`config.mk`:
```
export PLATFORM = sky130hd
export DESIGN_NAME = lgdst_spi3w_bridge
export DESIGN_NICKNAME = d
export VERILOG_FILES = /design/src/rtl/lgdst_spi3w_bridge.sv
export SDC_FILE = /design/constraint.sdc
export NUM_CORES = 1
export LEC_CHECK = 0
export CAP_MARGIN = 30
export CELL_PAD_IN_SITES_DETAIL_PLACEMENT = 0
export CELL_PAD_IN_SITES_GLOBAL_PLACEMENT = 1
export CORE_ASPECT_RATIO = 2
export CORE_MARGIN = 2
export CORE_UTILIZATION = 39
export CTS_CLUSTER_SIZE = 14
export DETAILED_ROUTE_END_ITERATION = 12
export MAX_ROUTING_LAYER = met4
export PLACE_DENSITY_LB_ADDON = 0.12
export SLEW_MARGIN = 5
export SYNTH_ARGS = -nofsm -noshare
export SYNTH_HDL_FRONTEND = slang
export SYNTH_SLANG_ARGS = --single-unit
```
`constraint.sdc`:
```
create_clock -name clk -period 2.3 [get_ports clk]
set_input_delay 0.345 -clock clk [delete_from_list [all_inputs] [get_ports clk]]
set_output_delay 0.345 -clock clk [all_outputs]
set_load 0.02 [all_outputs]
```
`src/rtl/lgdst_spi3w_bridge.sv`:
```
// Oversampling bridge from a 4-wire host SPI port to NUM_SLV 3-wire slaves on one shared SDIO line.
// Decodes the R/W bit of the instruction phase, turns SDIO around for reads and flags protocol errors.
//
// state | meaning
// IDLE  | no chip select active, slaves deselected
// CMD   | instruction phase: counting sclk rises, capturing the R/W bit
// WR    | host owns SDIO, data streamed through for any length
// RD    | SDIO released, slave data returned on spi0_miso
// ERR   | protocol error, slaves deselected until every host CS is high
module lgdst_spi3w_bridge #(
    parameter int NUM_SLV     = 2,
    parameter int CMD_BITS    = 16,
    parameter int RW_BIT_POS  = 0,
    parameter bit RD_POL      = 1'b1,
    parameter int SYNC_STAGES = 2,
    parameter int TO_CYCLES   = 4096
) (
    input  logic               clk,
    input  logic               reset,
    input  logic               spi0_clk,
    input  logic [NUM_SLV-1:0] spi0_cs,
    input  logic               spi0_mosi,
    output logic               spi0_miso,
    output logic               ad_spi_sclk,
    output logic [NUM_SLV-1:0] ad_spi_cs,
    output logic               ad_spi_sdio_o,
    output logic               ad_spi_sdio_oe,
    input  logic               ad_spi_sdio_i,
    output logic               busy,
    output logic               rd_active,
    output logic               xfer_done,
    output logic               err_multi_cs,
    output logic               err_timeout,
    output logic [15:0]        xfer_cnt
);

    localparam int IDX_W = (NUM_SLV > 1) ? $clog2(NUM_SLV) : 1;
    localparam int BIT_W = $clog2(CMD_BITS + 1);
    localparam int WD_W  = $clog2(TO_CYCLES);

    typedef enum logic [2:0] {
        ST_IDLE,
        ST_CMD,
        ST_WR,
        ST_RD,
        ST_ERR
    } state_t;

    state_t state, state_nxt;

    logic [SYNC_STAGES-1:0]              clk_sync;
    logic [SYNC_STAGES-1:0]              mosi_sync;
    logic [SYNC_STAGES-1:0][NUM_SLV-1:0] cs_sync;

    logic               s_clk;
    logic               s_mosi;
    logic [NUM_SLV-1:0] s_cs;
    logic [NUM_SLV-1:0] cs_low;

    logic sclk_q;
    logic mosi_q;
    logic sclk_rise;
    logic sclk_fall;
    logic sclk_edge;

    logic [IDX_W-1:0] sel_idx, idx_nxt, first_idx;
    logic [BIT_W-1:0] bitcnt, bitcnt_nxt;
    logic             rw, rw_nxt;
    logic [WD_W-1:0]  wd_cnt;

    logic               one_low;
    logic               sel_cs_high;
    logic               active;
    logic               active_nxt;
    logic               wd_expired;
    logic               done_nxt;
    logic               multi_nxt;
    logic               to_nxt;
    logic [NUM_SLV-1:0] sel_mask_nxt;

    // Every host input goes through the same depth so their relative timing is kept.
    always_ff @(posedge clk or negedge reset) begin
        if (!reset) begin
            clk_sync  <= '0;
            mosi_sync <= '0;
            cs_sync   <= '1;
        end else begin
            clk_sync  <= {clk_sync[SYNC_STAGES-2:0], spi0_clk};
            mosi_sync <= {mosi_sync[SYNC_STAGES-2:0], spi0_mosi};
            cs_sync   <= {cs_sync[SYNC_STAGES-2:0], spi0_cs};
        end
    end

    assign s_clk  = clk_sync[SYNC_STAGES-1];
    assign s_mosi = mosi_sync[SYNC_STAGES-1];
    assign s_cs   = cs_sync[SYNC_STAGES-1];
    assign cs_low = ~s_cs;

    assign sclk_rise = s_clk & ~sclk_q;
    assign sclk_fall = ~s_clk & sclk_q;
    assign sclk_edge = sclk_rise | sclk_fall;

    assign one_low     = (cs_low != '0) && ((cs_low & (cs_low - NUM_SLV'(1))) == '0);
    assign sel_cs_high = s_cs[sel_idx];
    assign active      = (state == ST_CMD) || (state == ST_WR) || (state == ST_RD);
    assign wd_expired  = active && (wd_cnt == '0) && !sclk_edge;

    always_comb begin
        first_idx = '0;
        for (int i = NUM_SLV - 1; i >= 0; i--) begin
            if (cs_low[i]) first_idx = IDX_W'(i);
        end
    end

    always_comb begin
        state_nxt  = state;
        idx_nxt    = sel_idx;
        bitcnt_nxt = bitcnt;
        rw_nxt     = rw;
        done_nxt   = 1'b0;
        multi_nxt  = 1'b0;
        to_nxt     = 1'b0;
        case (state)
            ST_IDLE: begin
                if (one_low) begin
                    state_nxt  = ST_CMD;
                    idx_nxt    = first_idx;
                    bitcnt_nxt = '0;
                end else if (cs_low != '0) begin
                    state_nxt = ST_ERR;
                    multi_nxt = 1'b1;
                end
            end
            ST_CMD, ST_WR, ST_RD: begin
                // CS release outranks both the watchdog and any sclk edge in the same cycle.
                if (sel_cs_high) begin
                    state_nxt = ST_IDLE;
                    done_nxt  = (bitcnt != '0);
                end else if (wd_expired) begin
                    state_nxt = ST_ERR;
                    to_nxt    = 1'b1;
                end else if (state == ST_CMD) begin
                    if (sclk_rise) begin
                        if (bitcnt == BIT_W'(RW_BIT_POS)) rw_nxt = s_mosi;
                        if (bitcnt != BIT_W'(CMD_BITS)) bitcnt_nxt = bitcnt + BIT_W'(1);
                    end else if (sclk_fall && (bitcnt == BIT_W'(CMD_BITS))) begin
                        state_nxt = (rw == RD_POL) ? ST_RD : ST_WR;
                    end
                end
            end
            ST_ERR: begin
                if (&s_cs) state_nxt = ST_IDLE;
            end
            default: state_nxt = ST_IDLE;
        endcase
    end

    assign active_nxt   = (state_nxt == ST_CMD) || (state_nxt == ST_WR) || (state_nxt == ST_RD);
    assign sel_mask_nxt = NUM_SLV'(1) << idx_nxt;

    always_ff @(posedge clk or negedge reset) begin
        if (!reset) begin
            state          <= ST_IDLE;
            sel_idx        <= '0;
            bitcnt         <= '0;
            rw             <= 1'b0;
            wd_cnt         <= WD_W'(TO_CYCLES - 1);
            sclk_q         <= 1'b0;
            mosi_q         <= 1'b0;
            ad_spi_cs      <= '1;
            ad_spi_sdio_oe <= 1'b0;
            xfer_done      <= 1'b0;
            err_multi_cs   <= 1'b0;
            err_timeout    <= 1'b0;
            xfer_cnt       <= '0;
        end else begin
            state   <= state_nxt;
            sel_idx <= idx_nxt;
            bitcnt  <= bitcnt_nxt;
            rw      <= rw_nxt;
            sclk_q  <= s_clk;
            mosi_q  <= s_mosi;
            // Watchdog: down-counter reloaded on every sclk edge and whenever no transfer is active.
            if (!active || sclk_edge) wd_cnt <= WD_W'(TO_CYCLES - 1);
            else if (wd_cnt != '0)    wd_cnt <= wd_cnt - WD_W'(1);
            ad_spi_cs      <= active_nxt ? (s_cs | ~sel_mask_nxt) : '1;
            ad_spi_sdio_oe <= (state_nxt == ST_CMD) || (state_nxt == ST_WR);
            xfer_done      <= done_nxt;
            err_multi_cs   <= multi_nxt;
            err_timeout    <= to_nxt;
            if (done_nxt) xfer_cnt <= xfer_cnt + 16'd1;
        end
    end

    assign ad_spi_sclk   = sclk_q;
    assign ad_spi_sdio_o = mosi_q;
    assign spi0_miso     = (state == ST_RD) ? ad_spi_sdio_i : 1'b0;
    assign busy          = (state != ST_IDLE);
    assign rd_active     = (state == ST_RD);

endmodule

```
# Word-level counts from Yosys, hierarchy flattened
# Cells that the tools add are included.
# word_totals
ram_bits,0
regBits,54
word_cells,109
mem_bits_ro,0
output_inout_bits,27
latchBits,0
memories,0
# op_classes
add_sub_neg,4
reduce_logical,25
shifts,1
order_cmp,1
n_bitwise,11
n_mux,35
n_eq_ne,15
multipliers,0
n_div,0
# ops
cell,n
$mux 5,6
$mux 12,2
$mux 3,8
$add 16x1->16 const B,1
$mux 1,16
$eq 3x2->1 const B,4
$logic_not 12->1,1
$ne 2x2->1 const B,6
$reduce_bool 12->1,1
$sub 12x1->12 const B,1
$pmux 5 s2,1
$pmux 3 s3,1
$reduce_and 7->1,1
$eq 3x1->1 const B,2
$reduce_and 6->1,1
$reduce_bool 2->1,3
$add 5x1->5 const B,1
$eq 5x5->1 const B,1
$logic_not 5->1,1
$logic_or 1x1->1,5
$ne 5x5->1 const B,1
$reduce_bool 5->1,1
$logic_and 1x1->1,4
$not 1->1,4
16 further kinds,19

# Depth between registers and ports, before layout
# Gate-level depths: netlist of the first run.
# logic_depth
word_depth,13
depth_mapped,8
mapped_depth_nobuf,7

# Worst setup path after synthesis of the first run
# Ideal clock, no wire load.
# synth_timing
path_type,flip-flop to flip-flop
start,register bitcnt[0]
end,register ad_spi_sdio_oe
synth_period_minus_slack_ns,2.142
required_time_ns,2.176
path_slack_ns,0.158
path_stages_with_launch,8
setup_time_ns,0.124
t_arrival_ns,2.018
path_cell_list,dfrtp_1 > inv_1 > ha_1 > or3b_4 > or4b_4 > nor3_2 > a21oi_1 > o31a_1
# synth_between
elab_chain_cells,10
word_cells_on_any_way,11
# synth_lines
element,line_no,rtl
start: declaration,67,"logic [BIT_W-1:0] bitcnt, bitcnt_nxt;"
start signal: assignment,179,bitcnt <= bitcnt_nxt;
$eq 5x5->1 (*),146,end else if (sclk_fall && (bitcnt == BIT_W'(CMD_BITS))) begin
$logic_and 1x1->1 (*),146,
$mux 3 (*),146,
$mux 3 (*),143,if (sclk_rise) begin
$mux 3 (*),142,end else if (state == ST_CMD) begin
$mux 3 (*),139,end else if (wd_expired) begin
$mux 3 (*),136,if (sel_cs_high) begin
$pmux 3 s3 (*),123,case (state)
$eq 3x1->1 / $eq 3x2->1 (equally long branches),187,ad_spi_sdio_oe <= (state_nxt == ST_CMD) || (state_nxt == ST_WR);
$logic_or 1x1->1 (*),187,
end signal: assignment,187,
end: declaration,27,"output logic ad_spi_sdio_oe,"
# Mark *: on every way between the ends. The rest lies on a longest branch, timed or not.
# A chain may end at the register's enable or synchronous reset.

# Worst setup path after layout of the first run
# layout_timing
start,register bitcnt[1]
end,register rw
# layout_between
elab_chain_cells,2
# layout_lines
element,line_no,rtl
$logic_not 5->1,144,if (bitcnt == BIT_W'(RW_BIT_POS)) rw_nxt = s_mosi;
$reduce_and 6->1 (no line),n/a,
end signal: assignment,180,rw <= rw_nxt;
end: declaration,68,"logic rw, rw_nxt;"
# No other way between the ends.

==> impl_metrics.yaml, run 1 <==
clocking:
  cts_buffer_depth: 2
  cts_tree: "yes"
  post_cts_buffers: 0
  htreeDepth: 2
  numCtsBuffers: 5
  clkSlewWorstSetupHoldPaths_ns: 0.08
  cts_resized: 0
  postCtsHoldBufs: 0
  ctsRootBufferMaster: "clkbuf_16"
  clk_latency_ns: 0.30
  cts_sinks: 54
final_layout:
  area_delta_synth_final_pct: 22.8
  fin_util: 0.488
  n_antenna_cell: 0
  drive_above_1_share: 0.194
  fin_area_um2: 3180
  fin_cells: 356
  nets: 285
logic_synthesis:
  syn_avg_cell_area_um2: 11.4
  synth_nets: 246
  synthAdderAreaFrac: 0.0531
  synth_compound_area_frac: 0.0719
  synth-simple-area-share: 0.202
  yosysWarnings: 0
  async_flop_share: 1.00
  synth_xor_area_frac: 0.0743
  synth_flop_cell: "dfrtp_1"
  ys_types: 52
  synth_top_area_frac: 0.347
  yosysSeqAreaShare: 0.530
  synth_top_family_by_area: "simple AND/OR/NAND/NOR gates"
  syn_area_um2: 2590
  synth_area_leaders: "dfrtp_1, dfstp_2, xnor2_1"
  synth_seq_cells: 54
  synth.mux.area_fraction: 0.0314
  synth_edf_count: 0
  syn_inst: 228
  yosysTopAreaCell: "dfrtp_1"
pwr:
  p_per_area_nw_per_um2: 786
  p_leak_nw: 1.38
  peakVddDrop_mv: 0.576
  power_mw: 2.50
place:
  placed_area_um2: 3020
  place_ws_ns: 0.0553
  dp_hpwl_mm: 3.49
  gp_congestion: 0.768
  place_inst: 348
  port_buffers: 33
setup_path:
  arrival_ns: 2.39
  end_kind: "register"
  reg2reg_slack_ns: 0.09
  path_max_fanout: 3
  reg2reg_depth: 7
  critPathKind: "reg2reg"
  critPathLaunchType: "register"
  required_ns: 2.48
global_routing:
  grt_pass1_vias: 1771
  gr-total-overflow: 0
  grt_pass1_wl_mm: 8.60
  grt_max_degree: 24
  antenna_found_initial: 0
  grt_use_total: 0.162
sta:
  timing.hold.ws_ns: 0.0243
  rsz0062_at_grt: "false"
  setup_viol: 0
  finalHoldViolCount: 0
  min_period_ns: 2.21
  relSlewSlack: 0.647
  fmaxAchievable_mhz: 452
  max_slew.worst_pin.slew_ns: 0.530
  fin_setup_tns_ns: 0
  fin_skew_ns: 0.00802
  layout_setup_ws_ns: 0.0900
  fin_crit_sh: 0.961
  slew_violations: 0
floorplan:
  die_w_um: 61.7
  row_count: 42
  coreArea_um2: 6520
  io_pins: 34
  fp.dieH_um: 119
  start_util: 0.398
  die_area_um2: 7350
route:
  avgRoutedWirePerCell_um: 13.7
  vias_per_cell: 4.94
  first_pass_iters: 4
  detail-route-antenna-nets: 0
  dr.first_iter.drc_count: 70
  drc_errors: 0
  wl_mm: 4.88
  dr_total_vias: 1759
outcome:
  status: "finished clean"
min_path:
  hp-class: "in2async"
run:
  drv_cap: 0
placed cells by master, fill, tap and decap left out, types with 6 or more instances in the layout:
master,Yosys,routed
and3_1,8,8
buf_4,0,6
clkdlybuf4s50_1,0,32
dfrtp_1,36,36
dfstp_2,18,18
ha_1,11,11
inv_1,12,11
nand2_1,24,24
nand3_1,13,13
nor2_1,11,11
xnor2_1,18,18
final cells by class:
type                            count  area, µm²
Clock inverter                      2       16.3
Sequential cell                    54       1370
Inverter                           12       45.0
Fill cell                         619       3330
Clock buffer                        6        139
Timing Repair Buffer               39        370
Tap cell                           88        110
Multi-Input combinational cell    155       1130
routing by layer:
metal	share of wire	global-route usage	vias up
met1	0.46	0.216	855
li1	-	-	867
met3	0.033	0.0369	4
met4	0.015	0.0811	0
met5	0	-	-
met2	0.50	0.226	33
final timing paths:
kind | from | to
max | bitcnt[1] | rw
min | reset | err_multi_cs
min in group clk | cs_sync[0] | s_cs[0]
max reg2reg | bitcnt[1] | rw
min reg2reg | cs_sync[0] | s_cs[0]
max in group asynchronous | reset | cs_sync[0]
power by group:
group	total [mW]	internal (mW)	switching (mW)	leakage [nW]
combinational	0.575	0.279	0.296	0.639
sequential	1.13	1.05	0.0795	0.667
clock	0.793	0.438	0.355	0.0735
cell families (layout without fill, tap and decap cells):
| logic type | after synthesis | in the layout |
|---|---|---|
| compound gates | 23 | 23 |
| flops | 54 | 54 |
| fa+ha+maj | 11 | 11 |
| mux | 7 | 7 |
| xor+xnor | 22 | 22 |
| simple gates | 92 | 92 |
| buf+inv | 19 | 59 |
worst max-delay path: stages, from the launching register on:
cell	delay, ns
dfrtp_1	0.40
inv_1	0.08
ha_1	0.13
or3b_4	0.38
or4b_4	0.56
nor4_2	0.15
nand2_1	0.10
mux2_4	0.30
Yosys cell counts (2+ instances only):
library cell,number
dfrtp_1,36
nand2_1,24
dfstp_2,18
xnor2_1,18
nand3_1,13
inv_1,12
ha_1,11
nor2_1,11
and3_1,8
a21oi_1,5
mux2_2,5
nand4_1,5
nor3_1,5
o21ai_0,5
clkbuf_1,4
nor2b_1,4
xor2_1,4
buf_6,2
nand2b_1,2
o211a_1,2
or3_1,2
or4_1,2
sequential cells by signal, summed over array words and instances (netlist names):
name,flops
err_timeout,1
xfer_done,1
err_multi_cs,1
sel_idx,1
clk_sync,2
cs_sync,2
xfer_cnt,16
ad_spi_sdio_oe,1
ad_spi_sdio_o,1
bitcnt,5
mosi_sync,2
wd_cnt,12
ad_spi_sclk,1
s_cs,2
state,3
ad_spi_cs,2
rw,1
Power figures use the tool's default switching activity.
==> run 2: changes to the inputs <==
--- a/config.mk
+++ b/config.mk
@@ -10,7 +10,7 @@
 export CELL_PAD_IN_SITES_GLOBAL_PLACEMENT = 1
 export CORE_ASPECT_RATIO = 2
 export CORE_MARGIN = 2
-export CORE_UTILIZATION = 39
+export CORE_UTILIZATION = 47
 export CTS_CLUSTER_SIZE = 14
 export DETAILED_ROUTE_END_ITERATION = 12
 export MAX_ROUTING_LAYER = met4
==> constraint.sdc (replaced) <==
create_clock -name clk -period 2.8 [get_ports clk]
set_input_delay 0.42 -clock clk [delete_from_list [all_inputs] [get_ports clk]]
set_output_delay 0.42 -clock clk [all_outputs]
set_load 0.02 [all_outputs]
==> run 2 against run 1 <==
Net effect: final area down 3.3%; largest cell class unchanged; wire length up 2.5%; count of clock-buffer cells in the layout up 1; combinational power down 18%; non-clock buffer count down 2; sequential power down 18%.
==> impl_metrics.yaml, run 2 (synthesized netlist as in run 1, its figures left out) <==
outcome:
  status: "finished clean"
sta:
  fin_setup_tns_ns: 0
  fin_skew_ns: 0.00948
  fmaxAchievable_mhz: 444
  finalHoldViolCount: 0
  rsz0062_at_grt: "false"
  relSlewSlack: 0.649
  fin_crit_sh: 0.805
  setup_viol: 0
  max_slew.worst_pin.slew_ns: 0.527
  min_period_ns: 2.25
  slew_violations: 0
clocking:
  clk_latency_ns: 0.32
  cts_resized: 0
  numCtsBuffers: 5
  cts_buffer_depth: 2
  cts_tree: "yes"
  cts_sinks: 54
  post_cts_buffers: 0
  clkSlewWorstSetupHoldPaths_ns: 0.10
  ctsRootBufferMaster: "clkbuf_8"
  htreeDepth: 2
  postCtsHoldBufs: 0
global_routing:
  grt_max_degree: 32
  grt_use_total: 0.188
  antenna_found_initial: 0
  grt_pass1_wl_mm: 8.67
  gr-total-overflow: 0
  grt_pass1_vias: 1821
final_layout:
  area_delta_synth_final_pct: 18.7
  fin_util: 0.573
  nets: 283
  top_register: "xfer_cnt"
  largest_register_ff_count: 16
  final_common_cell: "dfrtp_1"
  num-fill-cells: 495
  drive_above_1_share: 0.180
  final_cell_mix: "dfrtp_1, clkdlybuf4s50_1, nand2_1"
  top_regs: "xfer_cnt: 16 flops, wd_cnt: 12 flops, bitcnt: 5 flops"
  n_antenna_cell: 0
floorplan:
  row_count: 38
  coreArea_um2: 5370
  die_area_um2: 6160
  fp.dieH_um: 109
  start_util: 0.483
  io_pins: 34
  die_w_um: 56.5
route:
  detail-route-antenna-nets: 0
  first_pass_iters: 4
  dr_total_vias: 1749
  wl_mm: 5.00
  vias_per_cell: 5.37
  avgRoutedWirePerCell_um: 15.3
  drc_errors: 0
  dr.first_iter.drc_count: 45
run:
  drv_cap: 0
setup_path:
  critPathKind: "reg2reg"
  required_ns: 3.00
  path_max_fanout: 4
  end_kind: "register"
  arrival_ns: 2.46
  critPathLaunchType: "register"
min_path:
  hp-class: "in2async"
pwr:
  p_leak_nw: 1.34
  p_per_area_nw_per_um2: 615
  peakVddDrop_mv: 0.485
place:
  gp_congestion: 0.836
  dp_hpwl_mm: 3.74
  port_buffers: 33
[run 2: metrics by stage]
step / power (mW) / hold WS (ns) / setup WS [ns] / cell area [µm²] / instances
CTS: 1.92 / 0.0760 / 0.535 / 3080 / 326
floorplan: 1.24 / 0.124 / 0.658 / 2590 / 228
global placement: 1.42 / 0.332 / 0.599 / 2970 / 318
finish: 1.89 / 0.0737 / 0.546 / 3080 / 326
global route: 2.00 / 0.0851 / 0.373 / 3080 / 326
detailed placement: 1.43 / 0.339 / 0.552 / 2970 / 318
[run 2: power by group]
group	switching [mW]	internal (mW)	leakage [nW]
sequential	0.0656	0.865	0.667
combinational	0.248	0.226	0.625
clock	0.256	0.231	0.0496
[run 2: worst paths after layout]
kind                         startpoint             end  slack [ns]  depth (start not counted)
setup / recovery              bitcnt[0]  ad_spi_sdio_oe        0.55                          7
hold reg to reg            mosi_sync[0]    mosi_sync[1]        0.36                          0
setup reg to reg              bitcnt[0]  ad_spi_sdio_oe        0.55                          7
hold / removal                    reset     err_timeout        0.07                          2
max in group asynchronous         reset    ad_spi_cs[0]        2.37                          2
min in group clk           mosi_sync[0]    mosi_sync[1]        0.36                          0
[run 2: area by class of cell]
| cell class | count | area [µm²] | area share |
|---|---|---|---|
| multi-input combinational | 155 | 1120 | 0.365 |
| clock buffer | 7 | 97.6 | 0.0317 |
| tap | 60 | 75.1 | 0.0244 |
| timing repair buffer | 37 | 355 | 0.115 |
| clock inverter | 1 | 7.51 | 0.00244 |
| sequential | 54 | 1370 | 0.447 |
| inverter | 12 | 45.0 | 0.0146 |
[run 2: routing by layer]
| layer | track usage | wire, µm | up-vias |
|---|---|---|---|
| met2 | 0.342 | 2800 | 29 |
| li1 | - | - | 853 |
| met3 | 0.0320 | 117 | 7 |
| met5 | - | 0 | - |
| met4 | 0.0816 | 95 | 0 |
| met1 | 0.195 | 1990 | 860 |
[run 2: critical path, stage by stage (launching register included)]
cell and delay, ns:
dfrtp_1 0.39, inv_1 0.11, ha_1 0.15, or3b_4 0.38
or4b_4 0.55, nor3_2 0.19, a21oi_1 0.09, o31a_1 0.28
